`config.mk`:
```
export PLATFORM = sky130hd
export DESIGN_NAME = single_port_ram_arbiter
export DESIGN_NICKNAME = d
export VERILOG_FILES = /design/src/rtl/single_port_ram_arbiter.sv
export SDC_FILE = /design/constraint.sdc
export NUM_CORES = 1
export LEC_CHECK = 0
export ABC_AREA = 1
export CORE_AREA = 2 2 122 124
export DETAILED_ROUTE_END_ITERATION = 6
export DIE_AREA = 0 0 124 126
export DONT_BUFFER_PORTS = 1
export HOLD_SLACK_MARGIN = 0.02
export SLEW_MARGIN = 20
export SYNTH_ARGS = -nofsm -noshare
export SYNTH_HDL_FRONTEND = slang
export SYNTH_SLANG_ARGS = --single-unit
```
`constraint.sdc`:
```
create_clock -name clk -period 1.9 [get_ports clk]
set_input_delay 0.095 -clock clk [delete_from_list [all_inputs] [get_ports clk]]
set_output_delay 0.095 -clock clk [all_outputs]
set_load 0.02 [all_outputs]
```
`src/rtl/single_port_ram_arbiter.sv`:
```
// rtl/single_port_ram_arbiter.sv - round-robin arbiter sharing one single-port RAM among NUM_REQ requesters
// Optional zero-fill sweep after reset; reads return one cycle after accept.
module single_port_ram_arbiter #(
    parameter int    NUM_REQ    = 4,
    parameter int    Dw         = 32,
    parameter int    Aw         = 10,
    parameter string BYTE_WR_EN = "YES",
    parameter string CLEAR_EN   = "YES",
    localparam int   BEw        = (BYTE_WR_EN == "YES") ? Dw / 8 : 1
) (
    input  logic                   clk,
    input  logic                   reset,
    input  logic [NUM_REQ-1:0]     req_valid,
    output logic [NUM_REQ-1:0]     req_ready,
    input  logic [NUM_REQ-1:0]     req_we,
    input  logic [NUM_REQ*Aw-1:0]  req_addr,
    input  logic [NUM_REQ*Dw-1:0]  req_data,
    input  logic [NUM_REQ*BEw-1:0] req_byteen,
    output logic [NUM_REQ-1:0]     rsp_valid,
    output logic [Dw-1:0]          rsp_data,
    output logic                   init_done,
    output logic [Aw-1:0]          ram_addr,
    output logic [Dw-1:0]          ram_data,
    output logic [BEw-1:0]         ram_byteen,
    output logic                   ram_we,
    input  logic [Dw-1:0]          ram_q
);
    localparam int PW = $clog2(NUM_REQ);

    typedef enum logic {ST_CLEAR, ST_RUN} state_t;

    state_t               state_q, state_d;
    logic [PW-1:0]        rr_ptr_q, rr_ptr_d;
    logic [Aw-1:0]        clr_cnt_q, clr_cnt_d;
    logic [Aw-1:0]        addr_q, addr_d;
    logic [NUM_REQ-1:0]   rsp_valid_q, rsp_valid_d;

    logic [Aw-1:0]        addr_arr [NUM_REQ];
    logic [Dw-1:0]        data_arr [NUM_REQ];
    logic [BEw-1:0]       be_arr   [NUM_REQ];
    logic                 gnt_found;
    logic [PW-1:0]        gnt_idx;
    logic [PW:0]          scan_idx;

    always_comb begin
        for (int i = 0; i < NUM_REQ; i++) begin
            addr_arr[i] = req_addr[i*Aw +: Aw];
            data_arr[i] = req_data[i*Dw +: Dw];
            be_arr[i]   = req_byteen[i*BEw +: BEw];
        end
    end

    // Scan starts at rr_ptr and wraps, so the last-served requester goes to the back of the line.
    always_comb begin
        gnt_found = 1'b0;
        gnt_idx   = '0;
        scan_idx  = '0;
        for (int k = 0; k < NUM_REQ; k++) begin
            scan_idx = {1'b0, rr_ptr_q} + (PW+1)'(k);
            if (scan_idx >= (PW+1)'(NUM_REQ)) begin
                scan_idx = scan_idx - (PW+1)'(NUM_REQ);
            end
            if (!gnt_found && req_valid[scan_idx[PW-1:0]]) begin
                gnt_found = 1'b1;
                gnt_idx   = scan_idx[PW-1:0];
            end
        end
    end

    always_comb begin
        state_d     = state_q;
        rr_ptr_d    = rr_ptr_q;
        clr_cnt_d   = clr_cnt_q;
        addr_d      = addr_q;
        rsp_valid_d = '0;
        req_ready   = '0;
        ram_we      = 1'b0;
        ram_addr    = addr_q;
        ram_data    = '0;
        ram_byteen  = '0;
        case (state_q)
            ST_CLEAR: begin
                ram_we     = 1'b1;
                ram_addr   = clr_cnt_q;
                ram_byteen = '1;
                addr_d     = clr_cnt_q;
                clr_cnt_d  = clr_cnt_q + 1'b1;
                if (clr_cnt_q == '1) begin
                    state_d = ST_RUN;
                end
            end
            default: begin
                if (gnt_found) begin
                    req_ready[gnt_idx] = 1'b1;
                    ram_we             = req_we[gnt_idx];
                    ram_addr           = addr_arr[gnt_idx];
                    ram_data           = data_arr[gnt_idx];
                    ram_byteen         = be_arr[gnt_idx];
                    addr_d             = addr_arr[gnt_idx];
                    rr_ptr_d           = (gnt_idx == PW'(NUM_REQ - 1)) ? '0 : gnt_idx + 1'b1;
                    if (!req_we[gnt_idx]) begin
                        rsp_valid_d[gnt_idx] = 1'b1;
                    end
                end
            end
        endcase
        if (reset) begin
            req_ready = '0;
            ram_we    = 1'b0;
        end
    end

    always_ff @(posedge clk) begin
        if (reset) begin
            state_q     <= (CLEAR_EN == "YES") ? ST_CLEAR : ST_RUN;
            rr_ptr_q    <= '0;
            clr_cnt_q   <= '0;
            addr_q      <= '0;
            rsp_valid_q <= '0;
        end else begin
            state_q     <= state_d;
            rr_ptr_q    <= rr_ptr_d;
            clr_cnt_q   <= clr_cnt_d;
            addr_q      <= addr_d;
            rsp_valid_q <= rsp_valid_d;
        end
    end

    // Read data comes straight from the RAM; only the valid strobe is registered.
    assign rsp_valid = rsp_valid_q;
    assign rsp_data  = ram_q;
    assign init_done = (state_q == ST_RUN);
endmodule

```
-- Word level (Yosys, flattened, before mapping)
Index checks and enable logic that the tools add are counted.
W data, S select, Z words.
- flip-flop bits (word level): 27
- logic and storage cells: 87
- $add $sub $neg: 9
- magnitude comparators: 11
- eq/ne operators: 2
- multiplexer cells: 48
- bitwise operators: 3
- reductions and logical operators: 9
- operators with widths (kind ; number):
    $mux W32 ; 4
    $bmux W32 S2 ; 1
    $mux W10 ; 4
    $mux W4 ; 7
    $bmux W10 S2 ; 1
    $mux W2 ; 9
    $lt A2 B3 Y1 const B ; 5
    $mux W1 ; 15
    $ge A3 B3 Y1 const B ; 4
    $add A10 B1 Y10 const B ; 1
    $bmux W1 S2 ; 5
    $eq A10 B10 Y1 const B ; 1
    $bmux W4 S2 ; 1
    $sub A2 B1 Y2 const B ; 4
    $add A2 B2 Y3 const B ; 2
    $logic_and A1 B1 Y1 ; 4
    $reduce_or A4 Y1 ; 1
    $add A2 B1 Y3 const B ; 1
    $ge A2 B3 Y1 const B ; 1
    $logic_not A1 Y1 ; 3
    $not A2 Y3 ; 1
    $add A2 B1 Y2 const B ; 1
    $demux W1 S2 ; 1
    $eq A2 B2 Y1 const B ; 1
    3 further kinds ; 4

-- Longest topological paths before layout
Gate-level depths: netlist (run 1).
- word-level depth: 21
- gate-level depth with buffers: 18

-- Worst setup path before layout (run 1)
OpenSTA, ideal clock, no wires.
- path kind: register to register
- from: register rr_ptr_q[0]
- to: register rr_ptr_q[1]
- setup time: 120 ps
- arrival: 1908 ps
- required time: 1780 ps
- setup slack: -127 ps
- cell stages (with the launch flop): 15
- buffers on the path: 3
- clock period less this slack: 2027 ps
- path through: dfxtp_1 buf_6 inv_4 nand2_1 nand3_1 nand2_1 nor2_4 nand3_2 nand3_2 inv_2 buf_4 buf_4 ha_1 o21ai_0 a21oi_1
- longest elaborated chain between the ends: 16
- RTL lines (item ; RTL line ; text):
    start: declaration ; 33 ; logic [PW-1:0] rr_ptr_q, rr_ptr_d;
    start signal: assignment ; 122 ; rr_ptr_q <= rr_ptr_d;
    parallel branches: the longest is 16 deep, another holds $add A2 B1 Y3 ; -- ;
Several ways; the timed one is not identified. The select of a mux whose other input is x is not followed.
A chain may end at the register's enable or synchronous reset.

-- Worst setup path after layout (run 1)
- from: register rr_ptr_q[1]
- to: output port ram_data[22]
- longest elaborated chain between the ends: 20
- RTL lines (item ; RTL line ; text):
    parallel branches: the longest is 18 deep, another holds $add A2 B1 Y3 ; -- ;
    $mux W32 (*) ; 93 ; if (gnt_found) begin
    $mux W32 (*) ; 81 ; case (state_q)
    end: declaration ; 23 ; output logic [Dw-1:0] ram_data,
Every way passes the cells marked *. The select of a mux whose other input is x is not followed.

==> results of run 1 <==
[power by group through the flow]
stage                     sequential [W]  combinational [W]  clock [W]
after floorplan                 0.000592           0.000551          0
after global placement          0.000594           0.000601          0
after detailed placement        0.000594           0.000604          0
after CTS                       0.000578           0.000763   0.000493
after global routing            0.000579            0.00106   0.000517
final                           0.000579           0.000973   0.000481
[per-layer routing]
| metal | vias to the layer above | share of wire [%] | global-route usage [%] |
|---|---|---|---|
| li1 | 2121 | - | - |
| met5 | - | 0 | 0 |
| met3 | 29 | 8.9 | 4.26 |
| met2 | 217 | 52 | 34.5 |
| met1 | 2044 | 37 | 19.9 |
| met4 | 0 | 2.6 | 4.69 |
[cells in the mapped netlist, drive strengths merged, types with 14 or more instances]
cell type | count | share of area, %
dfxtp | 27 | 15
o21ai | 46 | 6.4
inv | 81 | 8.5
nand4 | 23 | 4.0
nor2 | 81 | 8.6
o211ai | 32 | 6.6
nand2 | 122 | 13
buf | 63 | 12
or2 | 32 | 5.5
clkbuf | 14 | 1.4
nand3 | 54 | 7.7
a21oi | 52 | 7.2
[area by class of cell]
cell class	instances	area [µm²]
Timing Repair Buffer	94	1260
Timing Repair inverter	1	6.26
Fill cell	1465	8780
Clock inverter	1	5.00
Sequential cell	27	548
Clock buffer	3	75.1
Tap cell	184	230
Multi-Input combinational cell	459	3070
Inverter	82	333
[tightest hold or removal path: cells and delay by family]
family	cells	cell delay (ns)
buffers and inverters	1	0.06
AOI/OAI and AO/OA	2	0.09
[logic make-up after synthesis]
kind of cell    count (synthesis)  share of synthesized area, %
simple gates                  320                          39.9
flops                          27                          14.9
compound gates                134                          21.0
buf+inv                       159                          22.5
fa+ha+maj                       5                          1.73
[state kept, by name (all words and copies together) (netlist names)]
| signal | count |
|---|---|
| addr_q | 10 |
| clr_cnt_q | 10 |
| rsp_valid | 4 |
| rr_ptr_q | 2 |
| init_done | 1 |
[repair_timing]
| item | 4_1_cts | 5_1_grt |
|---|---|---|
| endpoints found under the setup margin | 67 | 67 |
| endpoints found under the hold margin | 19 | 0 |
| buffers inserted | 10 | 21 |
| gates resized for setup | 115 | 165 |
| gates cloned | 7 | 7 |
| hold buffers | 1 | 0 |
| pin swaps | 34 | 78 |
[placed cells by master, fill, tap and decap left out, types with 25 or more instances in the layout]
cell type and instances:
o211ai_1 32, o21ai_1 28, nand2_2 43, a21oi_2 36, dfxtp_1 25, buf_6 33
nand2_1 54, buf_4 31, nand3_2 33, inv_1 70, nor2_1 64
[worst max-delay path by stage]
stage                    to  slack, ns  depth (start not counted)
6_report       ram_data[22]      -0.58                         14
5_1_grt        ram_data[22]      -0.69                         13
4_1_cts         ram_data[4]      -0.47                         14
3_5_place_dp    ram_data[4]      -0.44                         12
3_3_place_gp    ram_data[4]      -0.40                         12
2_1_floorplan   ram_data[1]      -0.08                         15
[metrics by stage]
stage	util [%]	instances	hold WS, ns	instance area (µm²)	setup TNS [ns]
floorplan	-	645	0.269	3760	-0.476
global placement	27.8	804	0.171	3970	-16.19
detailed placement	27.8	804	0.172	3970	-19.23
CTS	32.5	826	0.0275	4660	-22.28
global route	38.6	851	0.0425	5530	-36.42
finish	38.6	851	0.0150	5530	-27.96
==> flow_summary.json, run 1 <==
{
  "status": "finished, violations left",
  "violations": "negative setup slack",
  "drive_gt1_share_pct": 46.5,
  "reg2regPathDepth": 16,
  "drc_errors": 0,
  "p_int_w": 0.00132,
  "cpMaxStageDelayCell": "dfxtp_4",
  "die-width_um": 124,
  "ant_nets": 0,
  "seq_power_share_pct": 28.5,
  "min_delay_worst_endpoint": "rr_ptr_q[1]",
  "htreeDepth": 1,
  "path_cells": "inv_2 -> nand2_1 -> nand2_4 -> nand2_2 -> nand2_2 -> nor2_4 -> nand3_4 -> nand3_4 -> buf_6 -> buf_12 -> clkbuf_16 -> or2_4 -> o211ai_1 -> a21oi_2",
  "setup_viol": 67,
  "grt_pass1_wl_mm": 21.7,
  "clk_latency_ns": 0.26,
  "crit_buf_inv": 4,
  "worstPathMaxFanout": 6,
  "synth_seq_cells": 27,
  "clkPwrFrac_pct": 23.7,
  "skew_ns": 0.00483,
  "max-slew-margin-rel_pct": 39.4,
  "min_from": "reset",
  "die_area_um2": 15600,
  "area_growth_pct": 52.5,
  "die-height_um": 126,
  "synth_cell_types": 27,
  "r2r_slack_ns": -0.30,
  "drt-initial-drc-count": 135,
  "dr.pass1.iters": 4,
  "crit_arrival_ns": 2.38,
  "clock-sinks": 27,
  "netlist_area_um2": 3620,
  "worst_slack_ns": -0.575,
  "ys_seq_area_share_pct": 14.9,
  "wire_per_inst_um": 19.6,
  "io_buffers": 0,
  "grt_pass1_vias": 3854,
  "crit_family": "simple AND/OR/NAND/NOR gates",
  "syn_inst": 645,
  "rsz0062_at_grt": "true",
  "synthArstFlopShare_pct": 0,
  "cap_violations": 0,
  "critical_path_required_ns": 1.80,
  "grt_overflow": 0,
  "period_needed_ns": 2.48,
  "track_usage_pct": 18.2,
  "syn_avg_cell_area_um2": 5.62,
  "cpPeakStageDelay_ns": 0.38,
  "synth_edf_count": 0,
  "post-place-ws_ns": -0.444,
  "core_um2": 14300,
  "crit_path_start_kind": "flip-flop",
  "place.gp.congestion": 0.786,
  "row_count": 44,
  "timing.rr.end": "addr_q[6]",
  "comb_power_share_pct": 47.9,
  "antennaDiodeCount": 0,
  "r2r_start": "rr_ptr_q[1]",
  "ys.flop_type": "dfxtp_1",
  "dp_hpwl_mm": 12.0,
  "ioPinCount": 314,
  "max_freq_ghz": 0.404,
  "cp-end-kind": "output port",
  "p_sw_share_pct": 35.0,
  "ys.warnings.count": 0,
  "nets": 899,
  "antenna_found_initial": 0,
  "wl_mm": 16.7,
  "avgViaCountPerCell": 5.18,
  "power.total_w": 0.00203,
  "period_share_pct": 130,
  "hold_violations": 0,
  "drv_slew": 0,
  "clk_path_buf_depth": 2,
  "ir_worst_vdd_uv": 316,
  "grt_max_degree": 42,
  "numCtsBuffers": 3,
  "leakagePower_nw": 2.51,
  "route.vias.total": 4411,
  "syn-num-nets": 876,
  "crit_start": "rr_ptr_q[1]",
  "root_buffer": "clkbuf_16",
  "crit_type": "flip-flop to output port",
  "clk_pin_slew_ns": 0.07,
  "min_path_type": "primary input to flip-flop",
  "tritoncts": "done",
  "hold_path_depth": 3,
  "start_util_pct": 25.3,
  "worstMarginPinSlew_ns": 0.907,
  "power_density_nw_per_um2": 368,
  "switchingPower_w": 0.000711
}
No activity file was read; power rests on OpenSTA's default activity.
==> run 2: changes to the inputs <==
Settings changed: ABC_AREA 1 to unset, CORE_AREA 2 2 122 124 to 2 2 124 126, CTS_BUF_LIST set to sky130_fd_sc_hd__clkbuf_16, DIE_AREA 0 0 124 126 to 0 0 126 128.
==> run 2 against run 1 <==
Net effect: total power is 11% lower; the flow still finishes with violations (negative setup slack); fmax is 18% higher; highest routed layer unchanged; via count is 14% lower; sequential power hardly changed.
==> flow_summary.json, run 2 <==
{
  "drv_slew": 0,
  "ir_worst_vdd_uv": 312,
  "final_cells": 662,
  "die-width_um": 126,
  "synth_area_leaders": "dfxtp_1 16%, a211oi_1 14%, mux2i_1 13%",
  "drc_errors": 0,
  "rsz0062_at_grt": "true",
  "comb_power_share_pct": 40.3,
  "drive_gt1_share_pct": 44.6,
  "clkPwrFrac_pct": 27.5,
  "cpPeakStageDelay_ns": 0.36,
  "numCtsBuffers": 3,
  "worstMarginPinSlew_ns": 0.802,
  "fin_util_pct": 32.8,
  "switchingPower_w": 0.000598,
  "cpMaxStageDelayCell": "dfxtp_4",
  "ant_nets": 0,
  "io_buffers": 0,
  "tritoncts": "done",
  "ioPinCount": 314,
  "max_freq_ghz": 0.476,
  "drt-initial-drc-count": 166,
  "synthArstFlopShare_pct": 0,
  "nets": 705,
  "netlist_area_um2": 3330,
  "grt_pass1_wl_mm": 22.9,
  "yosys-top-cells-count": "64 x a211oi_1, 43 x mux2i_1, 36 x buf_4, 33 x and3_1, 27 x dfxtp_1",
  "synth_top_area_cell": "dfxtp_1",
  "cap_violations": 0,
  "synth_cell_types": 40,
  "place.gp.congestion": 0.845,
  "row_count": 45,
  "seq_power_share_pct": 32.2,
  "grt_overflow": 0,
  "period_needed_ns": 2.10,
  "start_util_pct": 22.4,
  "status": "finished, violations left",
  "htreeDepth": 1,
  "final_common_cell": "buf_4",
  "hold_violations": 0,
  "core_um2": 14900,
  "power_density_nw_per_um2": 370,
  "avgViaCountPerCell": 5.72,
  "post_dp_cell_area_um2": 3990,
  "grt_max_degree": 36,
  "wire_per_inst_um": 24.6,
  "skew_ns": 0.00624,
  "p_sw_share_pct": 33.2,
  "hold_slack_ns": 0.155,
  "die-height_um": 128,
  "crit_buf_inv": 3,
  "dp.cells": 638,
  "leakagePower_nw": 1.82,
  "setup_viol": 50,
  "syn_avg_cell_area_um2": 7.58,
  "crit_path_start_kind": "flip-flop",
  "worst_slack_ns": -0.201,
  "syn_inst": 439,
  "stdcell_area_um2": 4870,
  "synth_edf_count": 0,
  "worstPathMaxFanout": 11,
  "p_int_w": 0.00120,
  "min_path_type": "primary input to flip-flop",
  "synth_seq_cells": 27,
  "syn-num-nets": 670,
  "dr.pass1.iters": 5,
  "dp_hpwl_mm": 12.1,
  "crit_family": "buffers and inverters",
  "clk_latency_ns": 0.27,
  "synth.most_common_cell": "a211oi_1",
  "ys.warnings.count": 0,
  "antenna_found_initial": 1,
  "synth_top_area_share_pct": 16.3,
  "violations": "negative setup slack",
  "ys.flop_type": "dfxtp_1",
  "route.vias.total": 3788,
  "root_buffer": "clkbuf_16",
  "ys_seq_area_share_pct": 16.3,
  "crit_arrival_ns": 2.01,
  "final_cell_mix": "70 x buf_4, 45 x a211oi_2, 39 x mux2i_1",
  "clk_path_buf_depth": 2,
  "area_growth_pct": 46.4,
  "clk_pin_slew_ns": 0.07,
  "die_area_um2": 16100,
  "grt_pass1_vias": 3782,
  "max-slew-margin-rel_pct": 46.3,
  "crit_type": "flip-flop to output port",
  "wl_mm": 16.3,
  "path_cells": "nor2b_4 -> a211oi_4 -> nor2_4 -> buf_12 -> buf_6 -> mux2i_2 -> a211oi_1 -> buf_4",
  "track_usage_pct": 18.4,
  "critical_path_required_ns": 1.80,
  "period_share_pct": 111,
  "post-place-ws_ns": -0.180,
  "cp-end-kind": "output port",
  "clock-sinks": 27,
  "nFillCells": 1525
}
[run 2: cell types whose count changed in the layout (fill, tap and decap cells not counted), sizes merged, moves of 23 or more]
cell | before | now
mux2i | 0 | 43
o211ai | 32 | 0
a211oi | 3 | 65
nand2 | 122 | 13
or2 | 32 | 9
and3 | 0 | 33
a21oi | 52 | 4
nor2 | 81 | 27
inv | 83 | 5
nand3 | 54 | 24
[run 2: stage by stage]
stage / TNS (ns) / power, W
3_5_place_dp: -0.627 / 0.00111
5_1_grt: -10.33 / 0.00188
4_1_cts: -7.82 / 0.00175
3_3_place_gp: -0.152 / 0.00109
6_report: -6.25 / 0.00180
2_1_floorplan: -0.930 / 0.00103
[run 2: per-layer routing]
metal | wire [µm] | track usage [%] | part of all wire, %
met1 | 5550 | 18.2 | 34
met2 | 8630 | 35.5 | 53
met3 | 1540 | 6.05 | 9.5
met4 | 578 | 6.53 | 3.5
met5 | 0 | 0 | 0
[run 2: final timing paths]
check | depth (start not counted) | slack [ns] | from | endpoint
worst max-delay path | 8 | -0.20 | rr_ptr_q[0] | ram_data[8]
worst min-delay path | 3 | 0.15 | req_addr[20] | addr_q[0]
worst max register to register | 8 | 0.09 | rr_ptr_q[0] | rr_ptr_q[1]
worst min register to register | 2 | 0.51 | addr_q[2] | addr_q[2]
[run 2: logic make-up after synthesis]
| group | Yosys count | synth area share [%] |
|---|---|---|
| and+or+nand+nor | 127 | 20.5 |
| xor gates and xnor gates | 7 | 1.84 |
| muxes | 43 | 12.9 |
| adders and majority gates | 5 | 1.88 |
| buffers and inverters | 81 | 13.8 |
| AOI/OAI and AO/OA | 149 | 32.8 |
| DFF | 27 | 16.3 |
[run 2: worst min-delay path, cell delays in order]
cell	delay [ns]
nand3_1	0.05
a21o_1	0.13
a311oi_2	0.09
[run 2: cell type report]
cell class,count,area [µm²],area share [%]
repair buffers,106,1130,23.2
inverters,5,23.8,0.488
multi-input cells,331,2850,58.6
diodes,1,2.50,0.0514
flip-flops and latches,27,547,11.2
well taps,188,235,4.83
clock inverters,1,5.00,0.103
clock buffers,3,75.1,1.54
[run 2: timing repair]
item / 4_1_cts / 5_1_grt
setup buffers: 9 / 10
hold buffers: 1 / 0
resized for setup: 78 / 45
setup endpoints to repair: 52 / 52
pin swaps: 18 / 13
cloned: 4 / 1
hold endpoints to repair: 23 / 0
[run 2: power groups by stage]
stage | clock network (W) | logic [W] | registers [W]
2_1_floorplan | 0 | 0.000440 | 0.000593
3_3_place_gp | 0 | 0.000495 | 0.000594
3_5_place_dp | 0 | 0.000516 | 0.000595
4_1_cts | 0.000505 | 0.000667 | 0.000582
5_1_grt | 0.000526 | 0.000774 | 0.000582
6_report | 0.000495 | 0.000726 | 0.000580
